<file path="config.mk">
export PLATFORM = sky130hd
export DESIGN_NAME = control_unit_param
export DESIGN_NICKNAME = d
export VERILOG_FILES = /design/src/rtl/control_unit_param.sv
export SDC_FILE = /design/constraint.sdc
export NUM_CORES = 1
export LEC_CHECK = 0
export CORE_MARGIN = 8
export CORE_UTILIZATION = 50
export DETAILED_ROUTE_END_ITERATION = 12
export HOLD_SLACK_MARGIN = 0.05
export PLACE_DENSITY = 0.82
export SYNTH_ARGS = -nofsm -noshare
export SYNTH_HDL_FRONTEND = slang
export SYNTH_SLANG_ARGS = --single-unit
</file>
<file path="constraint.sdc">
create_clock -name Clk -period 2.3 [get_ports Clk]
set_input_delay 0.46 -clock Clk [delete_from_list [all_inputs] [get_ports Clk]]
set_output_delay 0.46 -clock Clk [all_outputs]
set_load 0.02 [all_outputs]
</file>
<file path="src/rtl/control_unit_param.sv">
// control_unit_param: multi-cycle control FSM for the 8-bit accumulator CPU datapath.
// Fetches and decodes opcodes and drives the datapath load, bus-select and write strobes.
//
// Parameters:
//   MEM_WAIT    wait cycles between MAR load and memory data valid (1..15)
// Build option:
//   CU_MEM_READY_EN  when defined, adds the Mem_Ready input and each *_WAIT state lasts
//                    until Mem_Ready=1 (MEM_WAIT is then ignored)
// Ports:
//   Clk, Reset          clock (rising edge), asynchronous active-low reset
//   IR                  current opcode
//   CCR_Result          flags {N,Z,V,C}, bit 3 = N
//   Mem_Ready           memory data valid (CU_MEM_READY_EN only)
//   IR_Load .. write    datapath strobes
//   ALU_Sel             ALU operation
//   Bus1_Sel            Bus1 source: 00 PC, 01 A, 10 B
//   Bus2_Sel            Bus2 source: 00 ALU, 01 Bus1, 10 memory
//   Illegal             one-cycle pulse in DECODE on an unknown opcode
module control_unit_param #(
  parameter int unsigned MEM_WAIT = 1
) (
  input  logic       Clk,
  input  logic       Reset,
  input  logic [7:0] IR,
  input  logic [3:0] CCR_Result,
`ifdef CU_MEM_READY_EN
  input  logic       Mem_Ready,
`endif
  output logic       IR_Load,
  output logic       MAR_Load,
  output logic       PC_Load,
  output logic       PC_Inc,
  output logic       A_Load,
  output logic       B_Load,
  output logic       CCR_Load,
  output logic       write,
  output logic [2:0] ALU_Sel,
  output logic [1:0] Bus1_Sel,
  output logic [1:0] Bus2_Sel,
  output logic       Illegal
);

  localparam logic [7:0] LdaImm = 8'h86;
  localparam logic [7:0] LdaDir = 8'h87;
  localparam logic [7:0] LdbImm = 8'h88;
  localparam logic [7:0] LdbDir = 8'h89;
  localparam logic [7:0] StaDir = 8'h96;
  localparam logic [7:0] StbDir = 8'h97;
  localparam logic [7:0] IncB   = 8'h47;
  localparam logic [7:0] DecB   = 8'h49;

  typedef enum logic [3:0] {
    StFMar, StFWait, StFLd, StDecode, StOMar, StOWait, StOLd, StDWait, StDXfer, StAluEx
  } state_e;

  state_e state_q, state_d;

  // Opcode classes, decoded straight from IR (stable from DECODE onwards).
  logic op_imm, op_dir, op_alu, op_br, op_known;
  assign op_imm   = (IR == LdaImm) || (IR == LdbImm);
  assign op_dir   = (IR == LdaDir) || (IR == LdbDir) || (IR == StaDir) || (IR == StbDir);
  assign op_alu   = (IR >= 8'h42) && (IR <= 8'h49);
  assign op_br    = (IR >= 8'h20) && (IR <= 8'h28);
  assign op_known = op_imm | op_dir | op_alu | op_br;

  logic br_taken;
  always_comb begin
    br_taken = 1'b0;
    unique case (IR)
      8'h20:   br_taken = 1'b1;
      8'h21:   br_taken = CCR_Result[3];
      8'h22:   br_taken = ~CCR_Result[3];
      8'h23:   br_taken = CCR_Result[2];
      8'h24:   br_taken = ~CCR_Result[2];
      8'h25:   br_taken = CCR_Result[1];
      8'h26:   br_taken = ~CCR_Result[1];
      8'h27:   br_taken = CCR_Result[0];
      8'h28:   br_taken = ~CCR_Result[0];
      default: br_taken = 1'b0;
    endcase
  end

  logic in_wait, wait_done;
  assign in_wait = (state_q == StFWait) || (state_q == StOWait) || (state_q == StDWait);

`ifdef CU_MEM_READY_EN
  assign wait_done = Mem_Ready;
  logic unused_mem_wait;
  assign unused_mem_wait = ^(4'(MEM_WAIT));
`else
  localparam logic [3:0] WaitLast = 4'(MEM_WAIT - 1);
  logic [3:0] wait_cnt_q, wait_cnt_d;
  assign wait_done = (wait_cnt_q == WaitLast);
  // Counts while waiting; zero everywhere else, so every wait entry starts at 0.
  assign wait_cnt_d = (in_wait && !wait_done) ? wait_cnt_q + 4'd1 : 4'd0;
`endif

  always_comb begin
    state_d = state_q;
    unique case (state_q)
      StFMar:   state_d = StFWait;
      StFWait:  if (wait_done) state_d = StFLd;
      StFLd:    state_d = StDecode;
      StDecode: begin
        if (op_alu)                         state_d = StAluEx;
        else if (op_imm || op_dir || op_br) state_d = StOMar;
        else                                state_d = StFMar;
      end
      StOMar:   state_d = StOWait;
      StOWait:  if (wait_done) state_d = StOLd;
      StOLd:    state_d = op_dir ? StDWait : StFMar;
      StDWait:  if (wait_done) state_d = StDXfer;
      StDXfer:  state_d = StFMar;
      StAluEx:  state_d = StFMar;
      default:  state_d = StFMar;
    endcase
  end

  // Registered outputs are computed for the state being entered.
  logic       ir_load_d, mar_load_d, pc_inc_d, a_load_d, b_load_d, ccr_load_d, write_d;
  logic       br_ld_d;
  logic [2:0] alu_sel_d;
  logic [1:0] bus1_d, bus2_d;

  always_comb begin
    ir_load_d  = 1'b0;
    mar_load_d = 1'b0;
    pc_inc_d   = 1'b0;
    a_load_d   = 1'b0;
    b_load_d   = 1'b0;
    ccr_load_d = 1'b0;
    write_d    = 1'b0;
    br_ld_d    = 1'b0;
    alu_sel_d  = 3'b000;
    bus1_d     = 2'b00;
    bus2_d     = 2'b00;
    unique case (state_d)
      StFMar, StOMar: begin
        mar_load_d = 1'b1;
        bus2_d     = 2'b01;
      end
      StFLd: begin
        ir_load_d = 1'b1;
        pc_inc_d  = 1'b1;
        bus2_d    = 2'b10;
      end
      StOLd: begin
        if (op_imm) begin
          bus2_d   = 2'b10;
          pc_inc_d = 1'b1;
          a_load_d = (IR == LdaImm);
          b_load_d = (IR == LdbImm);
        end else if (op_dir) begin
          mar_load_d = 1'b1;
          bus2_d     = 2'b10;
          pc_inc_d   = 1'b1;
        end else begin
          // Branch: the taken decision is made from CCR_Result during O_LD itself.
          br_ld_d = 1'b1;
        end
      end
      StDXfer: begin
        if ((IR == LdaDir) || (IR == LdbDir)) begin
          bus2_d   = 2'b10;
          a_load_d = (IR == LdaDir);
          b_load_d = (IR == LdbDir);
        end else begin
          write_d = 1'b1;
          bus1_d  = (IR == StbDir) ? 2'b10 : 2'b01;
        end
      end
      StAluEx: begin
        ccr_load_d = 1'b1;
        alu_sel_d  = 3'(IR - 8'h42);
        if ((IR == IncB) || (IR == DecB)) begin
          bus1_d   = 2'b10;
          b_load_d = 1'b1;
        end else begin
          bus1_d   = 2'b01;
          a_load_d = 1'b1;
        end
      end
      default: ;
    endcase
  end

  logic       ir_load_q, mar_load_q, pc_inc_q, a_load_q, b_load_q, ccr_load_q, write_q;
  logic       br_ld_q;
  logic [2:0] alu_sel_q;
  logic [1:0] bus1_q, bus2_q;

  always_ff @(posedge Clk or negedge Reset) begin
    if (!Reset) begin
      state_q    <= StFMar;
`ifndef CU_MEM_READY_EN
      wait_cnt_q <= 4'd0;
`endif
      ir_load_q  <= 1'b0;
      mar_load_q <= 1'b1;
      pc_inc_q   <= 1'b0;
      a_load_q   <= 1'b0;
      b_load_q   <= 1'b0;
      ccr_load_q <= 1'b0;
      write_q    <= 1'b0;
      br_ld_q    <= 1'b0;
      alu_sel_q  <= 3'b000;
      bus1_q     <= 2'b00;
      bus2_q     <= 2'b01;
    end else begin
      state_q    <= state_d;
`ifndef CU_MEM_READY_EN
      wait_cnt_q <= wait_cnt_d;
`endif
      ir_load_q  <= ir_load_d;
      mar_load_q <= mar_load_d;
      pc_inc_q   <= pc_inc_d;
      a_load_q   <= a_load_d;
      b_load_q   <= b_load_d;
      ccr_load_q <= ccr_load_d;
      write_q    <= write_d;
      br_ld_q    <= br_ld_d;
      alu_sel_q  <= alu_sel_d;
      bus1_q     <= bus1_d;
      bus2_q     <= bus2_d;
    end
  end

  assign IR_Load  = ir_load_q;
  assign MAR_Load = mar_load_q;
  assign PC_Load  = br_ld_q & br_taken;
  assign PC_Inc   = pc_inc_q | (br_ld_q & ~br_taken);
  assign A_Load   = a_load_q;
  assign B_Load   = b_load_q;
  assign CCR_Load = ccr_load_q;
  assign write    = write_q;
  assign ALU_Sel  = alu_sel_q;
  assign Bus1_Sel = bus1_q;
  assign Bus2_Sel = bus2_q | ((br_ld_q & br_taken) ? 2'b10 : 2'b00);
  assign Illegal  = (state_q == StDecode) & ~op_known;

endmodule

</file>
-- Yosys cells after proc, flatten, opt, wreduce, memory -nomap -nowiden
Index checks and enable logic that the tools add are counted.
- bits in registers: 23
- add/subtract/negate cells: 2
- bitwise gates (word level): 14
- reduce and logical (&&, ||, !) cells: 17
- mux-type cells: 39
- eq/ne operators: 29
- order comparisons: 4
- operator list (kind ; count):
    8-bit by 6-bit == test with 1-bit output (second input constant) ; 9
    8-bit == test (second input constant) ; 6
    4-bit case mux with 8 select lines ; 1
    4-bit by 3-bit == test with 1-bit output (second input constant) ; 6
    4-bit two-way mux ; 5
    8-bit by 7-bit == test with 1-bit output (second input constant) ; 2
    1-bit two-way mux ; 16
    2-bit two-way mux ; 7
    4-bit by 2-bit == test with 1-bit output (second input constant) ; 3
    4-bit logical NOT ; 3
    1-bit logical OR ; 9
    3-bit two-way mux ; 3
    1-bit case mux with 9 select lines ; 1
    4-bit == test (second input constant) ; 2
    8-bit by 6-bit >= comparator with 1-bit output (second input constant) ; 1
    8-bit by 7-bit >= comparator with 1-bit output (second input constant) ; 1
    8-bit by 6-bit less-or-equal comparator with 1-bit output (second input constant) ; 1
    8-bit by 7-bit less-or-equal comparator with 1-bit output (second input constant) ; 1
    2-bit case mux with 4 select lines ; 1
    1-bit NOT ; 6
    1-bit case mux with 3 select lines ; 2
    4-bit by 1-bit adder with 4-bit output (second input constant) ; 1
    4-bit by 1-bit == test with 1-bit output (second input constant) ; 1
    1-bit bitwise OR ; 4
    other kinds (8) ; 13

-- Depth between registers and ports, before layout
- depth after elaboration: 12
- gate-level depth with buffers: 7

-- Worst setup path before layout
Ideal clock, no wire load.
- path type: input to output
- start: input port IR[2]
- end: output port PC_Inc
- path buffers: 1
- stages on the path: 7
- arrival: 1.780 ns
- slack: 0.060 ns
- cell sequence: clkbuf_1 -> inv_1 -> ha_1 -> nor3b_1 -> a31oi_1 -> nand3_1 -> a31oi_1
- word-level cells in the longest chain between the ends: 5
- elaborated cells between the ends (all ways): 13
- RTL lines (what ; line ; source):
    from (decl) ; 24 ; input logic [7:0] IR,
    8-bit by 6-bit == test with 1-bit output ; 69 ; unique case (IR)
    1-bit case mux with 9 select lines * ; 69 ;
    1-bit NOT * ; 231 ; assign PC_Inc = pc_inc_q | (br_ld_q & ~br_taken);
    1-bit bitwise AND * ; 231 ;
    1-bit bitwise OR * ; 231 ;
    to (decl) ; 32 ; output logic PC_Inc,
Every way passes the cells marked *; elsewhere a longest branch is shown, timed or not.

-- Worst setup path in the final report
- start: input port IR[3]
- end: output port Illegal
- word-level cells in the longest chain between the ends: 9
- elaborated cells between the ends (all ways): 21
- RTL lines (what ; line ; source):
    parallel branches: the longest is 6 deep, another holds 8-bit by 7-bit >= comparator with 1-bit output ; -- ;
    1-bit bitwise OR * ; 64 ; assign op_known = op_imm | op_dir | op_alu | op_br;
    1-bit NOT * ; 239 ; assign Illegal = (state_q == StDecode) & ~op_known;
    1-bit bitwise AND * ; 239 ;
    to (decl) ; 40 ; output logic Illegal
Every way passes the cells marked *.

==> results.sh <==
export IMPL_floorplan_initialDensity_pct=50.6
export IMPL_min_period_ns=2.26
export IMPL_p_int_w=0.000861
export IMPL_setup_viol=0
export IMPL_synth_most_common_cell="dfrtp_1"
export IMPL_fillers=181
export IMPL_cp_end_kind="output port"
export IMPL_seq_area_frac_synth_pct=42.9
export IMPL_tightest_slew_ns=0.444
export IMPL_synth_largest_area_cell="dfrtp_1"
export IMPL_skew_ns=0.00897
export IMPL_async_reset_ff_share_pct=100
export IMPL_layout_cell_area_non_filler_sq_mm=0.00204
export IMPL_drtIter0Drc=59
export IMPL_diodes=0
export IMPL_utilization_pct=76.7
export IMPL_syn_nets=158
export IMPL_layout_setup_ws_ns=0.0427
export IMPL_synthTopCellsByArea="dfrtp_1 (39%), dfstp_2 (3.9%), nor2_1 (3.9%)"
export IMPL_cts_buffers_inserted=3
export IMPL_ctsHoldBuffers=0
export IMPL_clk_latency_ns=0.32
export IMPL_globalplace_congestion=0.927
export IMPL_relSlewSlack_pct=70.4
export IMPL_p_sw_share_pct=36.6
export IMPL_multi_input_area_sq_um=800
export IMPL_peakVddDrop_mv=0.640
export IMPL_synth_simple_gate_area_share_pct=26.8
export IMPL_vias=1336
export IMPL_synth_xor_area_share_pct=1.95
export IMPL_io_buffers=29
export IMPL_p_seq_share_pct=38.1
export IMPL_final_max_slew_violation_count=0
export IMPL_clkTransAtPathRegs_ns=0.14
export IMPL_crit_path_max_fanout=10
export IMPL_clockRootBuffer="clkbuf_4"
export IMPL_crit_top_cell="and3_1"
export IMPL_synth_top_family_by_area="simple AND/OR/NAND/NOR gates"
export IMPL_ys_top_cells_by_count="dfrtp_1 (21), nor2_1 (14), inv_1 (12)"
export IMPL_critPathSlowestCell="dlygate4sd2_1"
export IMPL_maxCapViolCount=0
export IMPL_post_dp_cell_area_sq_mm=0.00189
export IMPL_synth_compound_area_share_pct=17.8
export IMPL_die_h_um=67.9
export IMPL_grt_pass1_vias=1289
export IMPL_critPathRequiredTime_ns=1.84
export IMPL_worstHoldPathType="in -> async"
export IMPL_grt_pass1_wl_mm=5.93
export IMPL_p_total_w=0.00136
export IMPL_cts_max_level=1
export IMPL_hpwlAfterDp_mm=2.74
export IMPL_postRouteAntennaNets=0
export IMPL_drt_wirelength_per_cell_um=16.9
export IMPL_synthToLayoutAreaGrowth_pct=51.6
export IMPL_yosys_warnings=0
export IMPL_grt_max_degree=24
export IMPL_clkPwrFrac_pct=14.3
export IMPL_p_leak_nw=1.00
export IMPL_synth_adder_area_share_pct=2.79
export IMPL_finalNetCount=221
export IMPL_drt_pass1_iter_count=4
export IMPL_switchingPower_w=0.000498
export IMPL_fin_crit_sh_pct=98.1
export IMPL_overflow=0
export IMPL_cts_max_path_buffers=2
export IMPL_die_w_um=67.9
export IMPL_boundaryPins=30
export IMPL_power_density_mw_per_mm2=665
export IMPL_hold_viol=0
export IMPL_place_ws_ns=-0.662
export IMPL_drive_gt1_share_pct=35.0
export IMPL_viasPerCell=5.71
export IMPL_cts_tree="built"
export IMPL_syn_inst=141
export IMPL_outcome="finished, final reports clean"
export IMPL_max_stage_delay_ns=0.43
export IMPL_antenna_found_initial=0
export IMPL_core_sq_mm=0.00266
export IMPL_timing_fmax_mhz=443
export IMPL_synthMuxAreaShare_pct=1.67
export IMPL_groute_usage_overall_pct=16.6
export IMPL_syn_area_sq_mm=0.00135
export IMPL_cts_sinks=23
export IMPL_synth_edf_count=0
export IMPL_drc=0
export IMPL_start_kind="primary input"
export IMPL_crit_chain="dlygate4sd2_1 > nor3b_4 > nand2_1 > and3_1 > and3_1 > buf_2"
export IMPL_synthDistinctLibCells=54
export IMPL_rows=19
export IMPL_synth_ff_type="dfrtp_1"
export IMPL_register_area_sq_um=578
export IMPL_fp_dieArea_sq_mm=0.00461
export IMPL_synth_top_cell_area_share_pct=39.0
export IMPL_pwr_share_comb_pct=47.5
export IMPL_path_class="in -> out"
export IMPL_synth_area_per_cell_sq_um=9.56
export IMPL_drt_wl_total_mm=3.94
export IMPL_synth_seq_cells=23
export IMPL_cp_arrival_ns=1.80
[final timing paths]
check | depth (start not counted) | slack (ns) | to | start
setup / recovery | 6 | 0.04 | Illegal | IR[3]
hold / removal | 2 | 0.46 | ALU_Sel[0] | Reset
setup reg to reg | 6 | 0.42 | MAR_Load | wait_cnt_q[0]
hold reg to reg | 1 | 0.51 | wait_cnt_q[0] | wait_cnt_q[0]
max in group asynchronous | 2 | 1.55 | bus2_q[0] | Reset
min in group Clk | 1 | 0.51 | wait_cnt_q[0] | wait_cnt_q[0]
[power by group through the flow]
stage          clock network [W]  registers [W]  logic (W)
5_1_grt                 0.000211       0.000527   0.000697
3_3_place_gp                   0       0.000518   0.000605
6_report                0.000195       0.000518   0.000645
3_5_place_dp                   0       0.000524   0.000625
2_1_floorplan                  0       0.000542   0.000365
4_1_cts                 0.000197       0.000517   0.000630
[cell type report]
class	instances	area share (%)
repair buffers	65	27.1
well taps	31	1.90
inverters	12	2.20
flip-flops and latches	23	28.3
clock buffers	3	1.10
clock inverters	1	0.245
multi-input cells	99	39.1
[metrics by stage]
step / hold WS (ns) / std cells / TNS [ns]
2_1_floorplan: 0.164 / 141 / 0
3_3_place_gp: 0.469 / 227 / -2.44
3_5_place_dp: 0.499 / 227 / -2.45
4_1_cts: 0.472 / 233 / 0
5_1_grt: 0.496 / 234 / -0.0502
6_report: 0.459 / 234 / 0
[cell families (layout without fill, tap and decap cells)]
kind of cell,after synthesis,after routing
AO/OA/AOI/OAI,32,32
adder cells (fa/ha/maj),3,3
XOR/XNOR,3,3
buffers and inverters,19,81
multiplexers,2,2
AND/OR/NAND/NOR,59,59
flip-flops,23,23
[registers in the layout, summed over array words and instances (netlist names)]
signal,cells
A_Load,1
state_q,4
B_Load,1
MAR_Load,1
wait_cnt_q,4
write,1
ALU_Sel,3
br_ld_q,1
bus2_q,2
CCR_Load,1
Bus1_Sel,2
IR_Load,1
pc_inc_q,1
[layer usage]
| layer | global-route usage (%) | wire, um | vias to the layer above |
|---|---|---|---|
| met2 | 29.7 | 2120 | 45 |
| met4 | 6.39 | 33 | 0 |
| met1 | 19.4 | 1580 | 650 |
| met5 | 0 | 0 | - |
| li1 | - | - | 637 |
| met3 | 2.78 | 210 | 4 |
[repair_timing]
item	in CTS	in global routing
buffers inserted	2	1
gates resized for setup	43	13
endpoints found under the setup margin	4	4
pin swaps	4	7
[worst max-delay path, delay by kind of cell]
family / cells / cell delay (ns)
AND/OR/NAND/NOR: 4 / 0.75
buffers and inverters: 2 / 0.58
[placed cells by master, fill, tap and decap left out, drive strengths merged, types with 2 or more instances in the layout]
cell            n
mux2            2
dlymetal6s2s    3
dfstp           2
or2             2
nor3b           6
clkdlybuf4s50  13
o211ai          2
nand2           8
nor4b           4
ha              3
a21oi           3
o21ai           5
inv            12
clkbuf          4
a22o            2
nor2           14
nand3           6
dlygate4sd2     7
and3            3
xnor2           2
a31o            2
o2111ai         2
buf            40
nor2b           2
a31oi           4
dfrtp          21
No activity file was read; power rests on OpenSTA's default activity.
==> RTL edit 1, RTL diff (config.mk and constraints unchanged) <==
Put a register stage on the output `PC_Inc`, without a reset. The value now appears one clock later. The other outputs are not delayed to match.
--- a/src/rtl/control_unit_param.sv
+++ b/src/rtl/control_unit_param.sv
@@ -228,7 +228,9 @@
   assign IR_Load  = ir_load_q;
   assign MAR_Load = mar_load_q;
   assign PC_Load  = br_ld_q & br_taken;
-  assign PC_Inc   = pc_inc_q | (br_ld_q & ~br_taken);
+  always_ff @(posedge Clk) begin
+    PC_Inc <= pc_inc_q | (br_ld_q & ~br_taken);
+  end
   assign A_Load   = a_load_q;
   assign B_Load   = b_load_q;
   assign CCR_Load = ccr_load_q;
Function: changed (Yosys sat finds a counterexample within 4 cycles, from zero or initial values and one cycle with Reset low).
==> RTL edit 1 against the original RTL <==
Worst setup slack better by 0.049 ns. Power up 5.0%. Cell area down 0.43%. Synthesized area up 1.5%. Sequential cell count up 1. Global-route usage up 1.4 points. Routed wire length down 1.6%. Sequential share of layout area up 1.1 points. Combinational power up 1%. Critical path type unchanged. Largest cell class unchanged. Largest power group unchanged.
==> RTL edit 1: results (changes against the original RTL) <==
- Max_cap viols: 0 (unchanged)
- Routed via count: 1342 (was 1336)
- Reg power frac: 0.385 (was 0.381)
- Synth area leaders: dfrtp_1 (38%), dfstp_2 (3.8%), nor2_1 (3.8%) (was dfrtp_1 (39%), dfstp_2 (3.9%), nor2_1 (3.9%))
- Sw power: 0.5085 mW (was 0.4977 mW)
- Worst-margin pin slew: 0.4810 ns (was 0.4436 ns)
- DRT iter0 DRCs: 55 (was 59)
- Buffer share of cell area: 0.2614 (was 0.2713)
- Setup Skew: 0.005423 ns (was 0.008966 ns)
- Placed instance area: 0.001886 sq mm (was 0.001888 sq mm)
- Pleak: 0.9875 nW (was 1.004 nW)
- Xor/xnor share of the synthesized area: 0.01921 (was 0.01950)
- Filler Cell Count: 193 (was 181)
- Drt pass-1 iters: 5 (was 4)
- Multi-input gates: 99 (unchanged)
- Global Route Usage Sum: 0.1802 (was 0.1662)
- Peak VDD IR: 0.0007783 V (was 0.0006400 V)
- Post-Syn Instances: 142 (was 141)
- Post-synthesis sequential area ratio: 0.4373 (was 0.4290)
- Sequential cell area share: 0.2940 (was 0.2829)
- Crit path launch type: input pin (unchanged)
- CTS sink cnt: 24 (was 23)
- Power share of the clock group: 0.158 (was 0.143)
- Internal Power: 0.9182 mW (was 0.8606 mW)
- Crit end category: primary output (unchanged)
- Routed WL: 3880 um (was 3943 um)
- GP Congestion: 0.8753 (was 0.9273)
- Critical Path End: Illegal (unchanged)
- Fin Hold WS: 0.4768 ns (was 0.4594 ns)
- Die area: 0.004665 sq mm (was 0.004612 sq mm)
- WP data arrival: 1.75 ns (was 1.80 ns)
- First-pass GRT wire length: 6486 um (was 5934 um)
- Fraction of area in multi-input gates: 0.3856 (was 0.3913)
- Ys async rst share: 0.9583 (was 1.000)
- Mux contribution to synthesized area: 0.01647 (was 0.01671)
- Synth unique cells: 55 (was 54)
- Layout cell share with drive strength beyond 1: 0.3300 (was 0.3498)
- Status: complete, no violations (unchanged)
- Clock network area share: 0.01784 (was 0.01347)
- Dpl hpwl: 2847 um (was 2744 um)
- Compound-cell area share of the yosys netlist: 0.1757 (was 0.1783)
- Syn nets: 159 (was 158)
- Adder-cell share of the synthesized area: 0.02745 (was 0.02786)
- Non-Clock Buffer Count: 64 (was 65)
- Layout clock buffers: 4 (was 3)
- R2R setup slack: 0.40 ns (was 0.42 ns)
RTL edit 1: per-layer routing:
metal  part of all wire  global-route usage  vias to the layer above  wire length (um)
met5                  0                   0                        -                 0
met4              0.015             0.03069                        0                57
met3              0.065             0.03928                        9               251
met2               0.52              0.3423                       51              2032
met1               0.40              0.2018                      646              1539
li1                   -                   -                      636                 -
RTL edit 1: through the flow:
stage          utilization  setup slack (ns)
6_report            0.7573           0.09174
5_1_grt             0.7573          0.008882
3_5_place_dp        0.7019           -0.6545
3_3_place_gp        0.7019           -0.6761
4_1_cts             0.7503           0.04918
2_1_floorplan            -            0.1786
RTL edit 1: what timing repair did:
action                     in CTS  in global routing
gates resized for setup        41                  5
pin swaps                       5                  4
setup endpoints to repair       3                  2
gates cloned                    0                  1
hold buffers                    0                  0
setup buffers                   4                  0
RTL edit 1: critical path: stages:
cell and delay [ns]:
dlygate4sd2_1 0.41, and3b_2 0.27, nand2_1 0.10, and3_1 0.19
and3_1 0.15, buf_2 0.16
==> RTL edit 2, RTL diff (same flow settings) <==
Made on the original files. Add a define of `CU_MEM_READY_EN`.
--- a/src/rtl/control_unit_param.sv
+++ b/src/rtl/control_unit_param.sv
@@ -16,6 +16,8 @@
 //   Bus1_Sel            Bus1 source: 00 PC, 01 A, 10 B
 //   Bus2_Sel            Bus2 source: 00 ALU, 01 Bus1, 10 memory
 //   Illegal             one-cycle pulse in DECODE on an unknown opcode
+`define CU_MEM_READY_EN
+
 module control_unit_param #(
   parameter int unsigned MEM_WAIT = 1
 ) (
Ports: changed (added Mem_Ready); port bits go from 30 to 31. The function was not compared with the original's and may differ.
==> RTL edit 2 against the original RTL <==
The flow now finishes with violations (negative setup slack). Routed wire length is 6.9% lower. Clock skew down 0.0031 ns. Power down 14%. Via count down 6.7%. Non-clock buffer count rose by 3. Sequential power decreased by 16%. Global-route usage rose by 1.8 points. Cell area down 11%. Worst setup slack got worse by 0.052 ns. Critical path depth unchanged. Sequential cell count is 4 lower. Synthesized area decreased by 16%. Critical path type unchanged. Largest cell class unchanged.
==> RTL edit 2: results (changes against the original RTL) <==
- Vias in the first global route: 1298 (was 1289)
- DRT iter0 DRCs: 53 (was 59)
- Post-Syn Instances: 122 (was 141)
- Failing checks: negative setup slack
- Placed instance area: 0.001678 sq mm (was 0.001888 sq mm)
- Routed via count: 1246 (was 1336)
- Nets: 204 (was 221)
- R2R setup slack: 0.60 ns (was 0.42 ns)
- Fin cells: 215 (was 234)
- Port bufs: 30 (was 29)
- Placed insts: 207 (was 227)
- Relative slew slack: 0.6923 (was 0.7036)
- Status: finished with violations (was complete, no violations)
- Clock transition at path regs: 0.11 ns (was 0.14 ns)
- Synth area leaders: dfrtp_1 (38%), nor2_1 (5.3%), dfstp_2 (4.7%) (was dfrtp_1 (39%), dfstp_2 (3.9%), nor2_1 (3.9%))
- WP data arrival: 1.85 ns (was 1.80 ns)
- R2R Path End: B_Load (was MAR_Load)
- Syn nets: 138 (was 158)
- Layout cell share with drive strength beyond 1: 0.4011 (was 0.3498)
- Post-synth top cells: dfrtp_1 (17), nor2_1 (16), a21oi_1 (9), inv_1 (7) (was dfrtp_1 (21), nor2_1 (14), inv_1 (12), nand2_1 (8), nand3_1 (6))
- Global Route Usage Sum: 0.1846 (was 0.1662)
- Synth unique cells: 50 (was 54)
- Initial antenna violation count: 0 (unchanged)
- Pleak: 0.8189 nW (was 1.004 nW)
- GP Congestion: 0.8003 (was 0.9273)
- Pre-CTS setup slack: -1.045 ns (was -0.6617 ns)
- Largest net degree at the start of global routing: 20 (was 24)
- FF-to-FF path depth: 5 (was 6)
- Ys Warns: 0 (unchanged)
- Peak VDD IR: 0.0006743 V (was 0.0006400 V)
- Post-synthesis sequential area ratio: 0.4235 (was 0.4290)
- Count leader, synth: dfrtp_1 (unchanged)
- Final WS setup: -0.009455 ns (was 0.04274 ns)
- First-pass GRT wire length: 5975 um (was 5934 um)
- Final Setup Violations: 2 (was 0)
- Dpl hpwl: 2513 um (was 2744 um)
- Setup Skew: 0.005839 ns (was 0.008966 ns)
- RR Startpoint: state_q[3] (was wait_cnt_q[0])
- Fin Hold WS: 0.4596 ns (was 0.4594 ns)
- Crit path max fanout: 3 (was 10)
- WL per Instance: 17.07 um (was 16.85 um)
==> RTL edit 2: worst max-delay path: stages <==
cell and delay, ns:
buf_6 0.09, or4b_4 0.57, a211oi_4 0.27, o41ai_4 0.14
a21o_1 0.19, buf_6 0.13
==> RTL edit 2: cell type report <==
type | instances | area (sq um)
Tap cell | 28 | 35.03
Multi-Input combinational cell | 88 | 675.6
Clock buffer | 4 | 26.28
Inverter | 8 | 35.03
Fill cell | 133 | 356.6
Sequential cell | 19 | 478.0
Timing Repair Buffer | 68 | 563.0
==> RTL edit 2: how the worst max path moves through the flow <==
stage	startpoint	endpoint	slack [ns]	cells past startpoint
after floorplan	IR[1]	PC_Inc	0.09	7
after global placement	IR[1]	PC_Inc	-0.98	9
after detailed placement	IR[1]	PC_Inc	-1.05	9
after CTS	IR[4]	PC_Inc	-0.006	6
after global routing	IR[7]	Bus2_Sel[1]	-0.05	6
final	IR[7]	PC_Inc	-0.009	6
==> RTL edit 2: kinds of logic (layout without fill, tap and decap cells) <==
family	count (synthesis)	count (layout)	share of synthesized area
simple gates	51	51	0.2628
xor+xnor	1	1	0.007762
compound gates	33	33	0.2084
mux	2	2	0.01885
fa+ha+maj	1	1	0.01108
flops	19	19	0.4235
buf+inv	15	80	0.06763
==> RTL edit 2: repair_timing <==
item	in CTS	in global routing
pin swaps	6	6
gates resized for setup	72	6
buffers inserted	3	2
setup endpoints to repair	6	3
==> RTL edit 2: power by group <==
part | total (mW) | switching [mW] | internal (mW)
sequential | 0.434 | 0.0307 | 0.403
clock | 0.175 | 0.107 | 0.0680
combinational | 0.555 | 0.286 | 0.269
==> RTL edit 2: metal layers <==
metal  track usage  up-vias  part of all wire
met5             0        -                 0
met4        0.1337        0             0.038
met3       0.03357       11             0.053
met2        0.3207       51              0.52
met1        0.1946      616              0.39
li1              -      568                 -
